[src/rtl/uart_alu_pkg.sv]
// Shared types and constants for the UART/ALU command sequencer:
// FSM state encoding, accepted ALU opcodes and error codes.
package uart_alu_pkg;

    typedef enum logic [2:0] {
        IDLE    = 3'd0,
        RX_OP1  = 3'd1,
        RX_OP2  = 3'd2,
        EXEC    = 3'd3,
        TX_SEND = 3'd4,
        TX_WAIT = 3'd5
    } state_t;

    localparam logic [5:0] ADD = 6'b100000;
    localparam logic [5:0] SUB = 6'b100010;
    localparam logic [5:0] AND = 6'b100100;
    localparam logic [5:0] OR  = 6'b100101;
    localparam logic [5:0] XOR = 6'b100110;
    localparam logic [5:0] SRA = 6'b000011;
    localparam logic [5:0] SRL = 6'b000010;
    localparam logic [5:0] NOR = 6'b100111;

    localparam logic [1:0] ERR_NONE    = 2'b00;
    localparam logic [1:0] ERR_TIMEOUT = 2'b01;
    localparam logic [1:0] ERR_BAD_OP  = 2'b10;
    localparam logic [1:0] ERR_OVERRUN = 2'b11;

    // A byte is a legal opcode only if it equals a zero-extended opcode, which
    // also forces every bit above the opcode field to zero.
    function automatic logic opcode_valid(input logic [7:0] b);
        return (b == {2'b00, ADD}) || (b == {2'b00, SUB}) ||
               (b == {2'b00, AND}) || (b == {2'b00, OR})  ||
               (b == {2'b00, XOR}) || (b == {2'b00, SRA}) ||
               (b == {2'b00, SRL}) || (b == {2'b00, NOR});
    endfunction

endpackage

[src/rtl/uart_alu_sequencer_if.sv]
// Bus bundle between the sequencer and its UART receiver, UART transmitter
// and ALU neighbours; master is the sequencer side.
interface uart_alu_sequencer_if
    import uart_alu_pkg::*;
#(
    parameter int NB_DATA = 8,
    parameter int NB_OP   = 6,
    parameter int NB_OUT  = 16
) ();

    // RX: a byte is taken in the single cycle i_rx_done is high; there is no
    // back-pressure. TX: o_tx_start is raised only while i_tx_busy is low and
    // o_tx_data stays fixed until the matching i_tx_done pulse.
    logic [7:0]         i_rx_data;
    logic               i_rx_done;
    logic               i_tx_busy;
    logic               i_tx_done;
    logic [NB_OUT-1:0]  i_result;
    logic [NB_DATA-1:0] o_operand1;
    logic [NB_DATA-1:0] o_operand2;
    logic [NB_OP-1:0]   o_opcode;
    logic               o_tx_start;
    logic [7:0]         o_tx_data;
    logic               o_busy;
    logic               o_err;
    logic [1:0]         o_err_code;
    state_t             o_state;

    modport master (
        input  i_rx_data, i_rx_done, i_tx_busy, i_tx_done, i_result,
        output o_operand1, o_operand2, o_opcode, o_tx_start, o_tx_data,
        output o_busy, o_err, o_err_code, o_state
    );

    modport slave (
        output i_rx_data, i_rx_done, i_tx_busy, i_tx_done, i_result,
        input  o_operand1, o_operand2, o_opcode, o_tx_start, o_tx_data,
        input  o_busy, o_err, o_err_code, o_state
    );

endinterface

[src/rtl/uart_alu_timeout.sv]
// Inter-byte watchdog: a down-counter reloaded on every received byte that
// flags expiry once it has run down to zero while enabled.
module uart_alu_timeout #(
    parameter int TIMEOUT_CYCLES = 1_000_000
) (
    input  logic clk,
    input  logic rst,
    input  logic load,
    input  logic run,
    output logic expire
);

    localparam int CW = $clog2(TIMEOUT_CYCLES + 1);

    logic [CW-1:0] count;

    // Reload has priority so a byte arriving on the expiry cycle restarts the window.
    always_ff @(posedge clk or posedge rst) begin
        if (rst) begin
            count <= '0;
        end else if (load) begin
            count <= CW'(TIMEOUT_CYCLES);
        end else if (run && (count != '0)) begin
            count <= count - 1'b1;
        end
    end

    assign expire = run && (count == '0);

endmodule

[src/rtl/uart_alu_sequencer.sv]
// Frame sequencer: collects opcode + two little-endian operands from the UART
// receiver, drives the ALU, and streams the result back LSB byte first.
module uart_alu_sequencer
    import uart_alu_pkg::*;
#(
    parameter int NB_DATA        = 8,
    parameter int NB_OP          = 6,
    parameter int NB_OUT         = 16,
    parameter int TIMEOUT_CYCLES = 1_000_000
) (
    input  logic                 i_clk,
    input  logic                 i_reset,
    uart_alu_sequencer_if.master bus
);

    localparam int OPB   = NB_DATA / 8;
    localparam int RSB   = NB_OUT / 8;
    localparam int MAXB  = (OPB > RSB) ? OPB : RSB;
    localparam int IDX_W = $clog2(MAXB + 1);

    localparam logic [IDX_W-1:0] OP_LAST  = IDX_W'(OPB - 1);
    localparam logic [IDX_W-1:0] RES_LAST = IDX_W'(RSB - 1);

    state_t             state;
    state_t             state_next;
    logic [NB_DATA-1:0] operand1_q;
    logic [NB_DATA-1:0] operand2_q;
    logic [NB_OP-1:0]   opcode_q;
    logic [NB_OUT-1:0]  result_q;
    logic [IDX_W-1:0]   idx;
    logic               err_q;
    logic [1:0]         err_code_q;

    logic       load_op;
    logic       wr_op1;
    logic       wr_op2;
    logic       cap_res;
    logic       idx_clr;
    logic       idx_inc;
    logic       tx_start;
    logic       err_set;
    logic [1:0] err_code_d;
    logic       in_rx;
    logic       expire;
    logic [7:0] tx_byte;

    assign in_rx = (state == RX_OP1) || (state == RX_OP2);

    uart_alu_timeout #(
        .TIMEOUT_CYCLES(TIMEOUT_CYCLES)
    ) u_timeout (
        .clk    (i_clk),
        .rst    (i_reset),
        .load   (bus.i_rx_done),
        .run    (in_rx),
        .expire (expire)
    );

    always_ff @(posedge i_clk or posedge i_reset) begin
        if (i_reset) begin
            state <= IDLE;
        end else begin
            state <= state_next;
        end
    end

    always_comb begin
        state_next = state;
        load_op    = 1'b0;
        wr_op1     = 1'b0;
        wr_op2     = 1'b0;
        cap_res    = 1'b0;
        idx_clr    = 1'b0;
        idx_inc    = 1'b0;
        tx_start   = 1'b0;
        err_set    = 1'b0;
        err_code_d = ERR_NONE;

        unique case (state)
            IDLE: begin
                if (bus.i_rx_done) begin
                    if (opcode_valid(bus.i_rx_data)) begin
                        load_op    = 1'b1;
                        idx_clr    = 1'b1;
                        state_next = RX_OP1;
                    end else begin
                        err_set    = 1'b1;
                        err_code_d = ERR_BAD_OP;
                    end
                end
            end
            RX_OP1: begin
                if (bus.i_rx_done) begin
                    wr_op1 = 1'b1;
                    if (idx == OP_LAST) begin
                        idx_clr    = 1'b1;
                        state_next = RX_OP2;
                    end else begin
                        idx_inc = 1'b1;
                    end
                end else if (expire) begin
                    err_set    = 1'b1;
                    err_code_d = ERR_TIMEOUT;
                    state_next = IDLE;
                end
            end
            RX_OP2: begin
                if (bus.i_rx_done) begin
                    wr_op2 = 1'b1;
                    if (idx == OP_LAST) begin
                        idx_clr    = 1'b1;
                        state_next = EXEC;
                    end else begin
                        idx_inc = 1'b1;
                    end
                end else if (expire) begin
                    err_set    = 1'b1;
                    err_code_d = ERR_TIMEOUT;
                    state_next = IDLE;
                end
            end
            EXEC: begin
                cap_res    = 1'b1;
                idx_clr    = 1'b1;
                state_next = TX_SEND;
            end
            TX_SEND: begin
                if (!bus.i_tx_busy) begin
                    tx_start   = 1'b1;
                    state_next = TX_WAIT;
                end
            end
            TX_WAIT: begin
                if (bus.i_tx_done) begin
                    if (idx == RES_LAST) begin
                        state_next = IDLE;
                    end else begin
                        idx_inc    = 1'b1;
                        state_next = TX_SEND;
                    end
                end
            end
            default: begin
                state_next = IDLE;
            end
        endcase

        // Bytes arriving while the result is being computed or sent are lost.
        if (bus.i_rx_done && ((state == EXEC) || (state == TX_SEND) || (state == TX_WAIT))) begin
            err_set    = 1'b1;
            err_code_d = ERR_OVERRUN;
        end
    end

    always_ff @(posedge i_clk or posedge i_reset) begin
        if (i_reset) begin
            operand1_q <= '0;
            operand2_q <= '0;
            opcode_q   <= '0;
            result_q   <= '0;
            idx        <= '0;
            err_q      <= 1'b0;
            err_code_q <= ERR_NONE;
        end else begin
            if (load_op) begin
                opcode_q <= bus.i_rx_data[NB_OP-1:0];
            end
            if (wr_op1) begin
                operand1_q[8*idx +: 8] <= bus.i_rx_data;
            end
            if (wr_op2) begin
                operand2_q[8*idx +: 8] <= bus.i_rx_data;
            end
            if (cap_res) begin
                result_q <= bus.i_result;
            end
            if (idx_clr) begin
                idx <= '0;
            end else if (idx_inc) begin
                idx <= idx + 1'b1;
            end
            err_q <= err_set;
            if (err_set) begin
                err_code_q <= err_code_d;
            end
        end
    end

    // idx only advances on i_tx_done, so the selected byte is stable for the whole transfer.
    always_comb begin
        tx_byte = 8'h00;
        if ((state == TX_SEND) || (state == TX_WAIT)) begin
            for (int i = 0; i < RSB; i++) begin
                if (idx == IDX_W'(i)) begin
                    tx_byte = result_q[8*i +: 8];
                end
            end
        end
    end

    assign bus.o_operand1 = operand1_q;
    assign bus.o_operand2 = operand2_q;
    assign bus.o_opcode   = opcode_q;
    assign bus.o_tx_start = tx_start;
    assign bus.o_tx_data  = tx_byte;
    assign bus.o_busy     = (state != IDLE);
    assign bus.o_err      = err_q;
    assign bus.o_err_code = err_code_q;
    assign bus.o_state    = state;

endmodule

[src/flat_wrapper.sv]
// flat-port wrapper written by rule: the top's interface ports become plain ports
module uart_alu_sequencer_flat import uart_alu_pkg::*;
#(
    parameter int NB_DATA        = 8,
    parameter int NB_OP          = 6,
    parameter int NB_OUT         = 16,
    parameter int TIMEOUT_CYCLES = 1_000_000
)
  (i_clk, i_reset, bus_i_rx_data, bus_i_rx_done, bus_i_tx_busy, bus_i_tx_done, bus_i_result, bus_o_operand1, bus_o_operand2, bus_o_opcode, bus_o_tx_start, bus_o_tx_data, bus_o_busy, bus_o_err, bus_o_err_code, bus_o_state);
  uart_alu_sequencer_if #(.NB_DATA(NB_DATA), .NB_OP(NB_OP), .NB_OUT(NB_OUT)) bus_i ();
  input  logic i_clk;
  input  logic i_reset;
  input wire logic [$bits(bus_i.i_rx_data)-1:0] bus_i_rx_data;
  input wire logic [$bits(bus_i.i_rx_done)-1:0] bus_i_rx_done;
  input wire logic [$bits(bus_i.i_tx_busy)-1:0] bus_i_tx_busy;
  input wire logic [$bits(bus_i.i_tx_done)-1:0] bus_i_tx_done;
  input wire logic [$bits(bus_i.i_result)-1:0] bus_i_result;
  output wire logic [$bits(bus_i.o_operand1)-1:0] bus_o_operand1;
  output wire logic [$bits(bus_i.o_operand2)-1:0] bus_o_operand2;
  output wire logic [$bits(bus_i.o_opcode)-1:0] bus_o_opcode;
  output wire logic [$bits(bus_i.o_tx_start)-1:0] bus_o_tx_start;
  output wire logic [$bits(bus_i.o_tx_data)-1:0] bus_o_tx_data;
  output wire logic [$bits(bus_i.o_busy)-1:0] bus_o_busy;
  output wire logic [$bits(bus_i.o_err)-1:0] bus_o_err;
  output wire logic [$bits(bus_i.o_err_code)-1:0] bus_o_err_code;
  output wire logic [$bits(bus_i.o_state)-1:0] bus_o_state;
  assign bus_i.i_rx_data = bus_i_rx_data;
  assign bus_i.i_rx_done = bus_i_rx_done;
  assign bus_i.i_tx_busy = bus_i_tx_busy;
  assign bus_i.i_tx_done = bus_i_tx_done;
  assign bus_i.i_result = bus_i_result;
  assign bus_o_operand1 = bus_i.o_operand1;
  assign bus_o_operand2 = bus_i.o_operand2;
  assign bus_o_opcode = bus_i.o_opcode;
  assign bus_o_tx_start = bus_i.o_tx_start;
  assign bus_o_tx_data = bus_i.o_tx_data;
  assign bus_o_busy = bus_i.o_busy;
  assign bus_o_err = bus_i.o_err;
  assign bus_o_err_code = bus_i.o_err_code;
  assign bus_o_state = bus_i.o_state;
  uart_alu_sequencer #(.NB_DATA(NB_DATA), .NB_OP(NB_OP), .NB_OUT(NB_OUT), .TIMEOUT_CYCLES(TIMEOUT_CYCLES)) u_core (.i_clk(i_clk), .i_reset(i_reset), .bus(bus_i));
endmodule
[config.mk]
export PLATFORM = sky130hd
export DESIGN_NAME = uart_alu_sequencer_flat
export DESIGN_NICKNAME = d
export VERILOG_FILES = /design/src/rtl/uart_alu_pkg.sv /design/src/rtl/uart_alu_sequencer_if.sv /design/src/rtl/uart_alu_timeout.sv /design/src/rtl/uart_alu_sequencer.sv /design/src/flat_wrapper.sv
export SDC_FILE = /design/constraint.sdc
export NUM_CORES = 1
export LEC_CHECK = 0
export ABC_AREA = 1
export CAP_MARGIN = 5
export CELL_PAD_IN_SITES_DETAIL_PLACEMENT = 2
export CELL_PAD_IN_SITES_GLOBAL_PLACEMENT = 2
export CORE_MARGIN = 10
export CORE_UTILIZATION = 30
export DETAILED_ROUTE_END_ITERATION = 10
export PLACE_DENSITY_LB_ADDON = 0.1
export SYNTH_ARGS = -nofsm -noshare
export SYNTH_HDL_FRONTEND = slang
export SYNTH_SLANG_ARGS = --single-unit
[constraint.sdc]
create_clock -name i_clk -period 2.6 [get_ports i_clk]
set_clock_uncertainty 0.1 [all_clocks]
set_input_delay 0.52 -clock i_clk [delete_from_list [all_inputs] [get_ports i_clk]]
set_output_delay 0.52 -clock i_clk [all_outputs]
set_load 0.01 [all_outputs]
==> results of run 1 <==
[per-stage QoR]
step                hold WS (ns)  utilization [%]  power, uW  setup slack, ns
finish                     0.367             41.5       5790            0.128
global route               0.400             41.5       6270          0.00270
CTS                        0.372             41.6       5890           0.0149
detailed placement         0.358             38.5       4280            0.235
global placement           0.350             38.5       4140            0.266
floorplan                  0.342                -       3230            0.325
[report_power, final]
group / switching [uW] / internal (uW)
clock network: 508 / 1040
registers: 309 / 1430
logic: 1490 / 1020
[per-layer routing]
layer,vias up,GRT usage (%),wire (um)
met5,-,0,0
met4,0,4.56,150
met3,10,4.45,493
met2,48,26.9,6040
met1,1649,18.5,5330
li1,1627,-,-
[flip-flops by register name (all words and copies together) (netlist names)]
register / cells
u_core.bus.o_err: 1
u_core.bus.o_err_code: 2
u_core.bus.o_opcode: 6
u_core.bus.o_operand1: 8
u_core.bus.o_operand2: 8
u_core.bus.o_state: 3
u_core.idx: 2
u_core.result_q: 16
u_core.u_timeout.count: 20
[final timing paths]
path / startpoint / to / slack (ns) / cells past startpoint
max: u_core.idx[0] / bus_o_tx_data[5] / 0.13 / 8
min: u_core.result_q[5] / u_core.result_q[5] / 0.37 / 2
max reg2reg: u_core.u_timeout.count[0] / u_core.u_timeout.count[16] / 0.61 / 9
min reg2reg: u_core.result_q[5] / u_core.result_q[5] / 0.37 / 2
max in group asynchronous: i_reset / u_core.result_q[6] / 1.62 / 3
min in group asynchronous: i_reset / u_core.u_timeout.count[9] / 0.48 / 3
[worst register-to-register path: stages, from the launching register on]
cell and delay (ns):
dfrtp_1 0.37, inv_1 0.23, ha_1 0.30, nand2_1 0.15, nor2_1 0.37, nand2_1 0.12, nand2_1 0.07, nand3_1 0.06
nand2_1 0.06, o21ai_1 0.07
[cell type report]
type	count	area, um2	share of cell area (%)
timing repair buffer	78	744	15.4
sequential	66	1650	34.3
clock inverter	6	138	2.85
clock buffer	10	229	4.75
inverter	51	199	4.12
tap	143	179	3.71
multi-input combinational	339	1680	34.9
[logic make-up after synthesis]
kind of cell / share of synthesized area (%)
and+or+nand+nor: 32.8
DFF: 45.8
buffers and inverters: 7.66
AOI/OAI and AO/OA: 6.38
muxes: 4.99
xor gates and xnor gates: 0.971
adders and majority gates: 1.39
[cell usage in the layout, fill, tap and decap left out, types with 2 or more instances in the layout]
master / instances
xor2_1: 4
o21ai_2: 6
a21o_1: 2
nand2_2: 2
a21oi_1: 10
ha_1: 4
nor2_1: 55
o21ai_0: 11
or2_2: 2
nand2_1: 159
o21ai_1: 7
buf_4: 11
clkbuf_2: 4
nand4_1: 5
mux2_2: 16
inv_2: 3
clkbuf_16: 9
nor2_2: 7
nand3_1: 38
nand2_4: 2
bufinv_16: 4
inv_1: 47
clkdlybuf4s15_1: 3
clkdlybuf4s50_1: 57
dfrtp_1: 65
[timing repair]
| action | in CTS | in global routing |
|---|---|---|
| setup endpoints to repair | 9 | 8 |
| buffers inserted | 1 | 0 |
| resized for setup | 8 | 14 |
| pin swaps | 0 | 0 |
==> summary.md, run 1 <==
| Metric | Value |
|---|---|
| Post-route cell area | 0.00482 mm2 |
| Vias | 3,334 |
| Ranking of synthesized cells by area | dfrtp_1 (46%), nand2_1 (17%), nor2_1 (5.8%) |
| Initial cell density of the core | 31.1% |
| Die W | approximately 130 um |
| Seq/Total Area, Yosys | 45.8% |
| Crit-path cells | inv_1 -> ha_1 -> inv_1 -> nor2_1 -> buf_4 -> nand2_1 -> a21oi_1 -> dlygate4sd2_1 |
| Final min period | around 2.5 ns |
| Async SR Flop Fraction | between 90% and 100% |
| Die H | 130 um |
| Register bit total from synthesis | 66 |
| Clock latency on the worst-skew pair | 0.35 ns |
| Routed Antenna Nets | 0 |
| Hold Path Class | reg -> reg |
| CTS buffer count | 9 |
| CTS tree | done |
| Hold buffer count at CTS | 0 |
| Dominant synthesized flop cell | dfrtp_1 |
| CTS root buffer | clkbuf_16 |
| GPL Wtd Cong | between 0.8 and 0.9 |
| Setup violators final | 0 |
| Arrival time worst endpoint | 1.85 ns |
| Setup TNS | 0 ns |
| P&R area growth vs syn | 33.7% |
| DRC violation count after routing | 0 |
| Mapped Nets | approximately 500 |
| Synthesized area | ~0.0036 mm2 |
| DRT Wirelength | 12.0 mm |
| Leakage | around 0.0024 uW |
| Slew Limit Fails | 0 |
| Sink Count | 66 |
| First-pass iteration count of the detailed router | 4 |
| Final hold viol count | 0 |
| DPL Wire Length | 8.98 mm |
| Most frequent cell on the critical path | inv_1 |
| Element type at the critical path start | flip-flop |
| Crit path required time | 1.98 ns |
| CP bufs+invs | 4 |
| Antenna violations before repair | 0 |
| Crit Path Class | reg -> out |
| Count leader, synth | nand2_1 |
| Row count | 39 |
| Synth top cells by count | nand2_1 (159), dfrtp_1 (66), nor2_1 (56) |
| Max_cap viols | 0 |
| Fillers | about 1,300 |
| Tightest Pin Transition | 0.470 ns |
| Maximum vdd ir drop | 0.495 mV |
| First-pass GRT wire length | 20.6 mm |
| Avg Vias per Cell | 4.81 |
| H-tree lvl count | 3 |
| PortBufs | 66 |
| Largest area contributor in the netlist | dfrtp_1 |
| Clk buf depth | 2 |
| Power per cell area | roughly 1200 mW/mm2 |
| Full die area | 0.0168 mm2 |
| Share of cells above drive strength 1 | 13.6% |
| Family with the most delay on the worst path | buffers and inverters |
| Outcome | complete, no violations |
| Cell Count, Final, Fillers Out | ~690 |
| Area after DPL | 0.00447 mm2 |
| Core area | about 0.012 mm2 |
| Clock-pin slew on the worst setup and hold paths | roughly 0.06 ns |
| Netlist cell types | 34 |
| CP Max Fanout | 8 |
| 1st-iter DRT viols | 129 |
| Io pins | 67 |
| Crit path capture type | output pin |
| Mean Syn Cell Area | a little under 8 um2 |
| Synth top area share | 45.8% |
| GR Overflow Total | 0 |
| Largest net degree at the start of global routing | 67 |
| Post-synth EDFFs | 0 |
| F_max | between 400 and 500 MHz |
| Rel. slew slack | roughly two thirds |
| Slowest stage cell, crit path | dfrtp_1 |
| Max stage delay on crit path | ~0.40 ns |
| GRT Util Overall | 15.6% |
| WL/cell | 17.3 um |
| Number of global-route vias before repair | ~3,800 |
| Final nets | around 580 |
| Inst Count DP | 676 |
| # diodes | 0 |
| Fin crit share | 95.1% |
| RSZ-0062 raised after global routing | false |
| YS warnings | 0 |
| Synth Instances | 468 |
Note: power is estimated with default switching activity, not from simulation.
==> inputs of run 2 (changes only) <==
--- a/config.mk
+++ b/config.mk
@@ -12,7 +12,7 @@
 export CORE_MARGIN = 10
 export CORE_UTILIZATION = 30
 export DETAILED_ROUTE_END_ITERATION = 10
-export PLACE_DENSITY_LB_ADDON = 0.1
+export PLACE_DENSITY = 0.89
 export SYNTH_ARGS = -nofsm -noshare
 export SYNTH_HDL_FRONTEND = slang
 export SYNTH_SLANG_ARGS = --single-unit
==> summary.md, run 2 (synthesized netlist as in run 1, its figures left out) <==
| Metric | Value |
|---|---|
| Core area | 0.0116 mm2 |
| DRC violation count after routing | 0 |
| Slew Limit Fails | 0 |
| Die W | 130 um |
| Crit-path cells | inv_2 -> ha_1 -> inv_1 -> nor2_2 -> buf_6 -> nand2_1 -> a21oi_1 -> clkdlybuf4s15_2 |
| Crit path capture type | output pin |
| Avg Vias per Cell | approximately 5 |
| Final min period | 2.51 ns |
| Sequential power share | 30.7% |
| Clk buf depth | 2 |
| Clock-pin slew on the worst setup and hold paths | 0.06 ns |
| Tightest Pin Transition | 0.534 ns |
| Leakage | about 0.0023 uW |
| Hold buffer count at CTS | 0 |
| Setup violators final | 0 |
| Gate power share | 45.7% |
| Largest register FFs | 20 |
| First-pass iteration count of the detailed router | 4 |
| Int Pwr | 3340 uW |
| Rel. slew slack | between 60 and 70% |
| Io pins | 67 |
| Antenna violations before repair | 0 |
| DPL Wire Length | between 10 and 15 mm |
| Post-place setup slack | 0.132 ns |
| PortBufs | 66 |
| Final hold viol count | 0 |
| Crit Path Class | reg -> out |
| Inst Count DP | between 600 and 700 |
| Number of global-route vias before repair | ~4,000 |
| RSZ-0062 raised after global routing | false |
| Sw Ratio | a little over two fifths |
| CP Max Fanout | 8 |
| Fin crit share | a little over nine tenths |
| Clock latency on the worst-skew pair | 0.35 ns |
| CP bufs+invs | 4 |
| Post-route setup slack | 0.0854 ns |
| Row count | 39 |
| CP Depth | 8 |
| GR Overflow Total | 0 |
| Routed Antenna Nets | 0 |
| F_max | 398 MHz |
| DRT Wirelength | 13.6 mm |
| Max_cap viols | 0 |
| Sink Count | 66 |
| Top flop regs | u_core.u_timeout.count x20, u_core.result_q x16 |
| CTS buffer count | 9 |
| Max stage delay on crit path | ~0.42 ns |
| Crit path required time | 1.98 ns |
| Full die area | 0.0168 mm2 |
| Worst R2R Path Depth | 5 |
| GPL Wtd Cong | 0.815 |
| Share of cells above drive strength 1 | 14.6% |
| Final Util | 41.2% |
| Arrival time worst endpoint | about 1.9 ns |
| Most frequent cells in the layout | nand2_1 (159), dfrtp_1 (65), clkdlybuf4s50_1 (57) |
| Commonest non-fill, non-tap cell in the layout | nand2_1 |
| GRT Util Overall | 17.1% |
| Initial cell density of the core | 31.1% |
| Element type at the critical path start | flip-flop |
| First-pass GRT wire length | 22.4 mm |
| Family with the most delay on the worst path | buffers and inverters |
| Biggest register | u_core.u_timeout.count |
| Die H | 130 um |
| Vias | 3,451 |
| Hold Path Class | in -> async |
| Cell Count, Final, Fillers Out | 692 |
| Worst Hold Slack | 0.375 ns |
| Setup TNS | 0 ns |
| Outcome | complete, no violations |
| P&R area growth vs syn | 32.7% |
| Maximum vdd ir drop | about 0.66 mV |
| WL/cell | 19.6 um |
| Switching pwr | 2400 uW |
| 1st-iter DRT viols | 182 |
| CTS root buffer | clkbuf_16 |
| Largest net degree at the start of global routing | 33 |
| # diodes | 0 |
| H-tree lvl count | 3 |
| CTS tree | done |
| Slowest stage cell, crit path | dfrtp_1 |
| Final nets | 578 |
| Clk pwr share | a little under a quarter |
| Power per cell area | 1200 mW/mm2 |
## run 2: cell count changes in the layout (fill, tap and decap cells not counted), sizes merged
cell,before,now
clkdlybuf4s15,3,2
inv,52,51
bufinv,4,2
clkinvlp,0,2
clkinv,1,0
clkbuf,14,16
## run 2: final timing paths
check,start,endpoint,slack [ns]
max,u_core.idx[0],bus_o_tx_data[3],0.09
min,i_reset,u_core.bus.o_err_code[0],0.38
max reg2reg,u_core.idx[0],u_core.bus.o_operand1[3],0.59
min reg2reg,u_core.result_q[10],u_core.result_q[10],0.38
max in group asynchronous,i_reset,u_core.bus.o_state[0],1.38
min in group i_clk,u_core.result_q[10],u_core.result_q[10],0.38
## run 2: worst reg2reg max path: cells and delay by family, from the launching register on
kind                       cells  cell delay, ns
muxes                          1            0.42
and+or+nand+nor                2            0.68
DFF                            1            0.42
buffers and inverters          1            0.09
adders and majority gates      1            0.17
## run 2: power groups by stage
stage / combinational (uW) / sequential (uW) / clock, uW
2_1_floorplan: 1490 / 1740 / 0
3_3_place_gp: 2360 / 1750 / 0
3_5_place_dp: 2550 / 1790 / 0
4_1_cts: 2650 / 1770 / 1390
5_1_grt: 2920 / 1820 / 1430
6_report: 2630 / 1760 / 1350
## run 2: final cells by class
cell class	instances	area, um2
clock buffers	11	253
clock inverters	4	75.1
inverters	51	199
flip-flops and latches	66	1650
repair buffers	78	746
multi-input cells	339	1690
well taps	143	179
fillers	1329	6820
## run 2: repair_timing
item                                   4_1_cts  5_1_grt
endpoints found under the hold margin        0        0
setup buffers                                2        0
gates resized for setup                     18       10
setup endpoints to repair                    9        9
cloned                                       0        0
pin swaps                                    0        0
## run 2: routing by layer
layer | up-vias | part of all wire [%] | GRT usage [%]
li1 | 1622 | - | -
met3 | 11 | 5.6 | 6.12
met2 | 67 | 55 | 31.6
met5 | - | 0 | 0
met4 | 0 | 1.3 | 3.97
met1 | 1751 | 38 | 18.2
## run 2: per-stage QoR
step / total power [uW] / area [um2]
floorplan: 3230 / 3610
global placement: 4100 / 4460
detailed placement: 4340 / 4460
CTS: 5810 / 4810
global route: 6170 / 4790
finish: 5740 / 4790
==> inputs of run 3 (changes only) <==
--- a/config.mk
+++ b/config.mk
@@ -12,7 +12,9 @@
 export CORE_MARGIN = 10
 export CORE_UTILIZATION = 30
 export DETAILED_ROUTE_END_ITERATION = 10
+export MAX_ROUTING_LAYER = met4
 export PLACE_DENSITY = 0.89
 export SYNTH_ARGS = -nofsm -noshare
 export SYNTH_HDL_FRONTEND = slang
 export SYNTH_SLANG_ARGS = --single-unit
+export TNS_END_PERCENT = 5
==> summary.md, run 3 (synthesized netlist as in run 1, its figures left out) <==
| Metric | Value |
|---|---|
| Outcome | complete, no violations |
| Power per cell area | 1200 mW/mm2 |
| Top flop regs | u_core.u_timeout.count x20, u_core.result_q x16 |
| Max stage delay on crit path | 0.41 ns |
| Arrival time worst endpoint | 1.92 ns |
| Fillers | roughly 1,300 |
| GPL Wtd Cong | 0.827 |
| Area occupied by multi-input gates | 0.00169 mm2 |
| Largest register FFs | 20 |
| Final min period | 2.54 ns |
| Routed Antenna Nets | 0 |
| CTS tree | done |
| P&R area growth vs syn | 32.5% |
| Share of cells above drive strength 1 | 14.4% |
| # diodes | 0 |
| Initial cell density of the core | between 30% and 40% |
| Max_cap viols | 0 |
| Crit path required time | about 2 ns |
| Commonest non-fill, non-tap cell in the layout | nand2_1 |
| Slew Limit Fails | 0 |
| Die H | 130 um |
| Cell Count, Final, Fillers Out | 691 |
| Die W | 130 um |
| Register area | around 0.0017 mm2 |
| Setup TNS | 0 ns |
| GR Overflow Total | 0 |
| CTS buffer count | 9 |
| CTS root buffer | clkbuf_16 |
| Hold buffer count at CTS | 0 |
| Vias | 3,431 |
| F_max | 394 MHz |
| Post-place setup slack | around 0.13 ns |
| Worst R2R Path Depth | 5 |
| CP Max Fanout | 8 |
| Antenna violations before repair | 0 |
| Number of global-route vias before repair | between 4,000 and 5,000 |
| Row count | 39 |
| Io pins | 67 |
| Pwr Total | 5720 uW |
| First-pass iteration count of the detailed router | 4 |
| Maximum vdd ir drop | 0.663 mV |
| GRT Util Overall | between 10% and 20% |
| PortBufs | 66 |
| Crit path capture type | output pin |
| Tightest Pin Transition | between 0.5 and 0.6 ns |
| DPL Wire Length | between 10 and 15 mm |
| Leakage | 0.00231 uW |
| Biggest register | u_core.u_timeout.count |
| Slowest stage cell, crit path | dfrtp_1 |
| Final Util | between 40% and 50% |
| Full die area | 0.0168 mm2 |
| Crit-path cells | inv_1 -> ha_1 -> inv_1 -> nor2_2 -> buf_6 -> nand2_1 -> a21oi_1 -> clkdlybuf4s15_2 |
| DRC violation count after routing | 0 |
| Post-route setup slack | 0.0598 ns |
| Most frequent cells in the layout | nand2_1 (159), dfrtp_1 (65), clkdlybuf4s50_1 (57) |
| H-tree lvl count | 3 |
| Avg Vias per Cell | 4.97 |
| Critical Path Sink | bus_o_tx_data[3] |
| Setup violators final | 0 |
| Clock-pin slew on the worst setup and hold paths | 0.06 ns |
| Launch instance of the worst register-to-register path | u_core.idx[0] |
| FF-to-FF setup slack | 0.56 ns |
| Final nets | roughly 580 |
| Final hold viol count | 0 |
| Worst r2r dst | u_core.bus.o_operand1[0] |
| DRT Wirelength | 13.4 mm |
| Inst Count DP | 675 |
| Rel. slew slack | around 65% |
| Element type at the critical path start | flip-flop |
| Sink Count | 66 |
| First-pass GRT wire length | about 22 mm |
| Hold Path Class | reg -> reg |
| Crit path from | u_core.idx[0] |
| Fin crit share | 97.7% |
| Clock latency on the worst-skew pair | 0.35 ns |
| Core area | roughly 0.012 mm2 |
| Most frequent cell on the critical path | inv_1 |
| Crit Path Class | reg -> out |
| Clk buf depth | 2 |
| 1st-iter DRT viols | 162 |
| Largest net degree at the start of global routing | 33 |
| WL/cell | between 15 and 20 um |
[run 3: what timing repair did]
item                       CTS  global route
setup endpoints to repair    9             9
resized for setup           19             9
pin swaps                    0             0
buffers inserted             1             0
[run 3: where the power goes]
| group | switching [uW] | internal, uW |
|---|---|---|
| combinational | 1560 | 1020 |
| clock | 473 | 886 |
| sequential | 352 | 1430 |
[run 3: worst max-delay path: cells and delay by family, from the launching register on]
kind                       cells  cell delay, ns
buffers and inverters          4            0.62
DFF                            1            0.41
and+or+nand+nor                2            0.21
adders and majority gates      1            0.19
AOI/OAI and AO/OA              1            0.15
[run 3: worst min-delay path by stage]
stage	end	cells after the start	startpoint
6_report	u_core.result_q[10]	2	u_core.result_q[10]
3_3_place_gp	u_core.bus.o_opcode[3]	2	u_core.bus.o_opcode[3]
2_1_floorplan	u_core.result_q[10]	2	u_core.result_q[10]
4_1_cts	u_core.result_q[10]	2	u_core.result_q[10]
3_5_place_dp	u_core.result_q[10]	2	u_core.result_q[10]
5_1_grt	u_core.bus.o_err_code[0]	2	i_reset
[run 3: routing by layer]
metal / GRT usage [%] / up-vias / share of wire (%)
met4: 4.89 / 0 / 1.5
met5: - / - / 0
met2: 31.5 / 54 / 55
met3: 4.49 / 13 / 4.0
li1: - / 1619 / -
met1: 18.5 / 1745 / 40
[run 3: layout make-up]
class                      count  share of cell area (%)
sequential                    66                    34.6
tap                          143                    3.74
clock buffer                  11                    5.29
inverter                      51                    4.16
clock inverter                 4                    1.57
timing repair buffer          77                    15.4
multi-input combinational    339                    35.3
[run 3: metrics by stage]
| step | hold slack [ns] | cell area (um2) |
|---|---|---|
| finish | 0.375 | 4780 |
| global route | 0.417 | 4780 |
| CTS | 0.375 | 4800 |
| detailed placement | 0.360 | 4460 |
| global placement | 0.355 | 4460 |
| floorplan | 0.342 | 3610 |
